### config.mk
export PLATFORM = sky130hd
export DESIGN_NAME = crc_three_arbiter
export DESIGN_NICKNAME = d
export VERILOG_FILES = /design/src/rtl/crc_three_arbiter.sv
export SDC_FILE = /design/constraint.sdc
export NUM_CORES = 1
export LEC_CHECK = 0
export ABC_AREA = 1
export CORE_ASPECT_RATIO = 1.4
export CORE_UTILIZATION = 46
export DETAILED_ROUTE_END_ITERATION = 6
export MAX_ROUTING_LAYER = met4
export PLACE_DENSITY = 0.9
export RECOVER_POWER = 25
export SLEW_MARGIN = 20
export SYNTH_ARGS = -nofsm -noshare
export SYNTH_HDL_FRONTEND = slang
export SYNTH_HIERARCHICAL = 1
export SYNTH_SLANG_ARGS = --single-unit
### constraint.sdc
create_clock -name i_clk -period 2 [get_ports i_clk]
set_clock_uncertainty 0.1 [all_clocks]
set_input_delay 0.4 -clock i_clk [delete_from_list [all_inputs] [get_ports i_clk]]
set_output_delay 0.4 -clock i_clk [all_outputs]
set_load 0.005 [all_outputs]
### src/rtl/crc_three_arbiter.sv
// Two-requester round-robin front end sharing one 3-bit parity encoder.
// Each 9-bit payload is encoded one chunk per cycle into a 12-bit codeword.

module crc_three (
  input  logic [2:0] d,
  output logic [3:0] code
);
  assign code = {d, ^d};
endmodule

// state | meaning
// IDLE  | waiting for a request; arbitrates and captures payload
// ENC2  | encode payload[8:6] into o_code[11:8]; ack to winner
// ENC1  | encode payload[5:3] into o_code[7:4]
// ENC0  | encode payload[2:0] into o_code[3:0]
// DONE  | codeword complete; o_valid pulse
module crc_three_arbiter (
  input  logic        i_clk,
  input  logic        i_rst_n,
  input  logic        i_req0,
  input  logic [8:0]  i_data0,
  output logic        o_ack0,
  input  logic        i_req1,
  input  logic [8:0]  i_data1,
  output logic        o_ack1,
  output logic        o_valid,
  output logic [11:0] o_code,
  output logic        o_src,
  output logic        o_busy
);

  typedef enum logic [2:0] {IDLE, ENC2, ENC1, ENC0, DONE} state_t;

  state_t      state_q, state_d;
  logic        src_q;
  logic        prio_q;
  logic        out_src_q;
  logic [8:0]  payload_q;
  logic [11:0] code_q;
  logic        any_req;
  logic        win;
  logic [2:0]  enc_in;
  logic [3:0]  enc_out;

  assign any_req = i_req0 | i_req1;
  // prio_q names the requester that wins a tie
  assign win     = (i_req0 & i_req1) ? prio_q : i_req1;

  always_ff @(posedge i_clk or negedge i_rst_n) begin
    if (!i_rst_n) state_q <= IDLE;
    else          state_q <= state_d;
  end

  always_comb begin
    state_d = state_q;
    case (state_q)
      IDLE:    if (any_req) state_d = ENC2;
      ENC2:    state_d = ENC1;
      ENC1:    state_d = ENC0;
      ENC0:    state_d = DONE;
      DONE:    state_d = IDLE;
      default: state_d = IDLE;
    endcase
  end

  always_comb begin
    enc_in = 3'd0;
    case (state_q)
      ENC2:    enc_in = payload_q[8:6];
      ENC1:    enc_in = payload_q[5:3];
      ENC0:    enc_in = payload_q[2:0];
      default: enc_in = 3'd0;
    endcase
  end

  crc_three u_crc_three (
    .d    (enc_in),
    .code (enc_out)
  );

  always_ff @(posedge i_clk or negedge i_rst_n) begin
    if (!i_rst_n) begin
      src_q     <= 1'b0;
      prio_q    <= 1'b0;
      out_src_q <= 1'b0;
      payload_q <= 9'd0;
      code_q    <= 12'h000;
    end else begin
      case (state_q)
        IDLE: begin
          if (any_req) begin
            src_q     <= win;
            payload_q <= win ? i_data1 : i_data0;
            prio_q    <= ~win;
          end
        end
        ENC2: code_q[11:8] <= enc_out;
        ENC1: code_q[7:4]  <= enc_out;
        ENC0: begin
          code_q[3:0] <= enc_out;
          out_src_q   <= src_q;
        end
        default: ;
      endcase
    end
  end

  assign o_ack0  = (state_q == ENC2) & ~src_q;
  assign o_ack1  = (state_q == ENC2) &  src_q;
  assign o_valid = (state_q == DONE);
  assign o_busy  = (state_q != IDLE);
  assign o_code  = code_q;
  assign o_src   = out_src_q;

endmodule

==> results by group, run 1 <==
Status
  • Status: completed

GRT
  • Largest net degree at the start of global routing: 28
  • Initial antenna violation count: 0
  • Remaining global-route overflow: 0
  • GRT Util Overall: between 10% and 20%
  • Vias in the first global route: roughly 1000
  • First-pass GRT wire length: between 4000 and 5000 um

Routing
  • Post-Route WL: 2400 um
  • DR vias/cell: between 4 and 5
  • DRC viols: 0
  • DRT iter0 DRCs: 39
  • Pre-antenna DRT Iters: 4
  • Post-route ant nets: 0
  • DR vias: roughly 1100
  • Detailed-route wire length per cell: just under 10 um

Synth
  • Async SR Flop Fraction: 100%
  • Synth top area cells: dfrtp_1 52%, nand2_1 22%, nand3_1 5.8%
  • Most frequent cell after synthesis: nand2_1
  • Syn_nets: 189
  • Yosys cell types: 15
  • Syn_area_per_cell: 7.74 sq um
  • Synth Flop Type: dfrtp_1
  • Post-Synthesis Cells: between 150 and 200
  • Seq/Total Area, Yosys: between 50% and 60%
  • Synth top area share: a little over half
  • Yosys top cell by area: dfrtp_1
  • Warnings, synthesis: 6
  • EDFF count, synth: 0
  • List of most frequent post-synthesis cells: 76 x nand2_1, 27 x dfrtp_1, 15 x nand3_1, 15 x o21ai_0, 12 x inv_1
  • Synthesized cell area: 1290 sq um
  • Synthesized flop and latch total: 27

Timing
  • Final setup fails: 0
  • Final min period: approximately 1.9 ns
  • Worst slew pin tran: about 0.6 ns
  • Final worst slack: between 0.1 and 0.15 ns
  • Final hold vios: 0
  • Unrepaired setup endpoints after global routing: false
  • Fmax: between 500 and 600 MHz
  • Max-slew violation count: 0
  • Final worst-path cycle share: between 90% and 100%
  • Slew headroom: between 50 and 60%

Worst setup path
  • Critical path endpoint category: output port
  • CP max FO: 3
  • Worst Setup Path Type: flop to output port
  • CP required: 1.50 ns
  • R2R depth: 12
  • CP arrival: ~1.4 ns
  • CP Launch Type: flop
  • CP Launch Point: state_q[2]
  • Worst r2r src: state_q[2]

Clocking
  • CTS tree: yes
  • Clk root buf: clkbuf_4
  • Clock-pin slew of the registers on the worst-case setup and hold paths: between 0.1 and 0.15 ns
  • Clk sink count: 27
  • # H-tree levels: 1
  • Clock buffer depth: 2
  • Clock Latency Late Sink: 0.32 ns
  • Total CTS buffers: 3

Power
  • Leak pwr: between 0.0008 and 0.0009 uW
  • Maximum vdd ir drop: about 0.00082 V
  • Cell area power density: between 1000 and 1500 nW/um^2

Worst hold path
  • Min-delay worst type: flop to flop
  • Hold Path Depth: 2
  • Hold path startpoint: o_code[2]

Placed design
  • PortBufs: 38
  • Gp weighted congestion: 0.775
  • Placed wire-length estimate: roughly 1800 um
  • Pre-CTS setup slack: 0.225 ns

Job
  • Number of max-cap violations: 0

Finish
  • Diode count: 0
  • Final Core Density: between 60% and 70%
  • Nets: about 230
  • Share of cells above drive strength 1: a little over a tenth
  • Area Overhead vs Synth: 35.4%

Floorplan
  • Chip width: 46.8 um
  • Die area: between 3000 and 4000 sq um
  • Cell Rows: 22
  • Initial Util: 48.9%
  • Core Footprint: about 2600 sq um
  • Die Ht: 64.7 um
  • I/O Pins: 39
## routing by layer
metal	share of wire (%)	vias up	global-route usage (%)
met4	4.7	0	15.0
met1	43	486	20.9
li1	-	596	-
met2	50	40	31.4
met3	2.6	8	1.67
met5	0	-	-
## per-stage QoR
stage | instance area [sq um] | hold WS [ns] | cells | total power (uW) | setup TNS [ns]
final | 1750 | 0.398 | 244 | 2420 | 0
after CTS | 1740 | 0.333 | 244 | 2420 | -0.0485
after detailed placement | 1700 | 0.372 | 238 | 2180 | 0
after floorplan | 1290 | 0.00441 | 167 | 1730 | 0
after global placement | 1700 | 0.365 | 238 | 2130 | 0
after global routing | 1750 | 0.421 | 244 | 2660 | 0
## worst paths after layout
path,end,slack (ns)
worst min register to register,o_code[2],0.40
min in group asynchronous,src_q,0.51
worst max-delay path,o_busy,0.15
worst max register to register,o_code[0],0.27
worst min-delay path,o_code[2],0.40
max in group asynchronous,state_q[0],0.87
## registers in the layout, summed over array words and instances (netlist names)
name	count
payload_q	9
o_src	1
prio_q	1
src_q	1
o_code	12
state_q	3
## worst max-delay path, cell delays in order (launching register included)
cell and delay [ns]:
dfrtp_1 0.43, buf_4 0.15, nor2_4 0.10, nand2_2 0.08
dlygate4sd2_1 0.26
## cell families (layout without fill, tap and decap cells)
family	Yosys count	in the layout	share of synthesized area (%)
AO/OA/AOI/OAI	16	16	6.20
buffers and inverters	24	65	8.81
AND/OR/NAND/NOR	100	100	32.7
flip-flops	27	27	52.3
## cell type report
type                       count  area, sq um
fill                         238          892
sequential                    27          677
multi-input combinational    116          513
timing repair buffer          45          429
inverter                      16         60.1
tap                           36         45.0
clock buffer                   4         26.3
## power by group
part / leakage (uW) / internal, uW / switching (uW)
Combinational: 0.000531 / 578 / 654
Clock: 0.0000150 / 78.2 / 148
Sequential: 0.000345 / 804 / 154
Total: 0.000890 / 1460 / 956
## timing repair
action	CTS	global route
endpoints found under the hold margin	0	0
pin swaps	1	1
setup endpoints to repair	3	1
gates resized for setup	5	3
hold buffers	0	0
setup buffers	2	0
## placed cells by master (no fill, tap or decap), drive strengths merged, types with 3 or more instances in the layout
cell type      count
clkdlybuf4s50     33
clkbuf             5
buf                6
o21ai             15
dlygate4sd2        3
nand2             77
inv               16
dfrtp             27
nor2               6
nand3             15
Power figures use the tool's default switching activity.
==> run 2: changes to the inputs <==
CORE_ASPECT_RATIO = 0.5   (was 1.4)
==> run 2 against run 1 <==
Compared with the run above: the run now ends with negative setup slack left; sequential share of layout area down 0.89 points; flip-flop and latch count unchanged; core utilization up 1.8 points; clock power up 34%; register-to-register slack worse by 0.11 ns; setup slack worse by 0.23 ns; critical path type unchanged; critical endpoint is now o_valid; largest cell class unchanged; largest power group unchanged.
==> results by group, run 2 (synthesis gave the netlist of run 1 again) <==
Power
  • Switching Share: 41.5% (+1.9 points)
  • Cell area power density: 1490 nW/um^2 (+7.9%)
  • Maximum vdd ir drop: 0.000542 V (-34%)
  • Internal Power: 1560 uW (+7.0%)
  • Logic pwr share: 51.6% (+0.6 points)
  • Sequential Power Share: 36.9% (-2.7 points)
  • Leak pwr: 0.000903 uW (+1.4%)
  • Switching power: 1110 uW (+16%)
  • Clk pwr share: 11.4% (+2.0 points)

GRT
  • Remaining global-route overflow: 0 (unchanged)
  • GRT Util Overall: 23.7% (+4.2 points)
  • Vias in the first global route: 1092 (+4.3%)
  • Largest net degree at the start of global routing: 28 (unchanged)
  • Initial antenna violation count: 0 (unchanged)
  • First-pass GRT wire length: 5130 um (+25%)

Floorplan
  • I/O Pins: 39 (unchanged)
  • Chip width: 77.0 um (+64%)
  • Core Footprint: 2640 sq um (-0.28%)
  • Die Ht: 39.5 um (-39%)
  • Die area: 3040 sq um (+0.32%)
  • Cell Rows: 13 (-41%)
  • Initial Util: 49.1% (+0.14 points)

Finish
  • Share of cells above drive strength 1: 11.4% (+0.85 points)
  • Non-filler cells, final: 247 (+1.2%)
  • Commonest non-fill, non-tap cell in the layout: nand2_1
  • Diode count: 0 (unchanged)
  • Final Core Density: 68.0% (+1.8 points)
  • Max reg flops: 12 (unchanged)
  • Final Instance Area: 1790 sq um (+2.4%)
  • Nets: 233 (+0.87%)
  • Area Overhead vs Synth: 38.6%
  • Most frequent cells in the layout: 76 x nand2_1, 34 x clkdlybuf4s50_1, 26 x dfrtp_1

Timing
  • Final setup fails: 1 (+1)
  • Final worst-path cycle share: 104% (+11 points)
  • Final worst slack: -0.0781 ns (-0.226 ns)
  • Setup TNS Final: -0.0781 ns (-0.0781 ns)
  • Final hold vios: 0 (unchanged)
  • Max-slew violation count: 0 (unchanged)
  • Final min period: 2.08 ns (+0.226 ns)
  • Worst slew pin tran: 0.651 ns (+0.0340 ns)
  • Slew headroom: 56.6% (-2.3 points)
  • Fmax: 481 MHz (-11%)
  • Hold Slack: 0.388 ns (-0.0103 ns)

Routing
  • Post-Route WL: 3360 um (+40%)
  • DR vias/cell: 5.12 (+11%)
  • DR vias: 1265 (+12%)
  • Post-route ant nets: 0 (unchanged)
  • DRT iter0 DRCs: 117 (+200%)
  • Pre-antenna DRT Iters: 4 (unchanged)
  • Detailed-route wire length per cell: 13.6 um (+38%)
  • DRC viols: 0 (unchanged)

Worst setup path
  • CP Launch Point: state_q[0]
  • CP Launch Type: flop
  • WP buf/inv: 1 (-1)
  • Worst r2r src: state_q[0]
  • Slowest CP cell: clkdlybuf4s50_1
  • CP Cell Sequence: nor3_1, clkdlybuf4s50_1
  • CP max FO: 3 (unchanged)
  • CP required: 1.50 ns (about the same)
  • Worst Setup Path Type: flop to output port
  • Max incr delay on CP: 0.59 ns (+0.16 ns)
  • Crit-path leading delay family: buffers and inverters
  • CP arrival: 1.58 ns (+0.23 ns)
  • Critical path endpoint category: output port

Worst hold path
  • Min-delay worst type: flop to flop
  • Hold path startpoint: o_code[11]

Status
  • Violated checks: negative setup slack
  • Status: finished, violations left

Placed design
  • PortBufs: 38 (unchanged)
  • Gp weighted congestion: 0.832 (+7.4%)
  • Area after DPL: 1700 sq um (about the same)
  • Dpl cells: 239 (+0.42%)
  • Placed wire-length estimate: 2150 um (+18%)

Clocking
  • Clock buffer depth: 2 (unchanged)
  • CTS tree: yes
  • Total CTS buffers: 3 (unchanged)
  • # H-tree levels: 1 (unchanged)
  • Clk sink count: 27 (unchanged)
  • Clock-pin slew of the registers on the worst-case setup and hold paths: 0.09 ns (-0.04 ns)
  • Clock Latency Late Sink: 0.27 ns (-0.05 ns)
  • Post-cts hold buffer count: 0 (unchanged)
  • Clk root buf: clkbuf_8

Job
  • Number of max-cap violations: 0 (unchanged)
-- run 2: power groups by stage --
stage	Sequential, uW	Clock (uW)	Combinational [uW]
3_3_place_gp	964	0	1190
5_1_grt	1010	327	1530
2_1_floorplan	949	0	777
3_5_place_dp	975	0	1250
4_1_cts	970	301	1320
6_report	985	305	1380
-- run 2: worst register-to-register path, delay by kind of cell (launching register included) --
kind | cells | cell delay [ns]
buffers and inverters | 4 | 0.33
AOI/OAI and AO/OA | 1 | 0.17
DFF | 1 | 0.45
and+or+nand+nor | 7 | 0.70
-- run 2: final timing paths --
| kind | endpoint | slack, ns | cells past startpoint |
|---|---|---|---|
| worst min register to register | o_code[11] | 0.39 | 2 |
| min in group asynchronous | src_q | 0.59 | 2 |
| worst min-delay path | o_code[11] | 0.39 | 2 |
| worst max register to register | o_code[0] | 0.16 | 12 |
| worst max-delay path | o_valid | -0.08 | 2 |
| max in group asynchronous | state_q[0] | 0.76 | 2 |
-- run 2: what timing repair did --
action | CTS | global route
pin swaps | 1 | 1
setup buffers | 3 | 1
gates resized for setup | 4 | 4
setup endpoints to repair | 2 | 2
-- run 2: per-layer routing --
layer	global-route usage, %	vias up	share of wire, %
met4	5.29	0	2.0
met3	5.12	10	5.5
met5	-	-	0
met2	42.0	61	49
met1	29.0	591	43
li1	-	603	-
-- run 2: final cells by class --
class                           instances  area [sq um]
Timing Repair Buffer                   47           445
Multi-Input combinational cell        116           518
Clock buffer                            4          45.0
Inverter                               16          60.1
Fill cell                             227           843
Sequential cell                        27           677
Tap cell                               37          46.3
-- run 2: through the flow --
step / worst slack (ns) / total power (uW)
floorplan: 0.558 / 1730
global placement: 0.267 / 2150
detailed placement: 0.136 / 2220
CTS: 0.0120 / 2590
global route: -0.134 / 2870
finish: -0.0781 / 2670
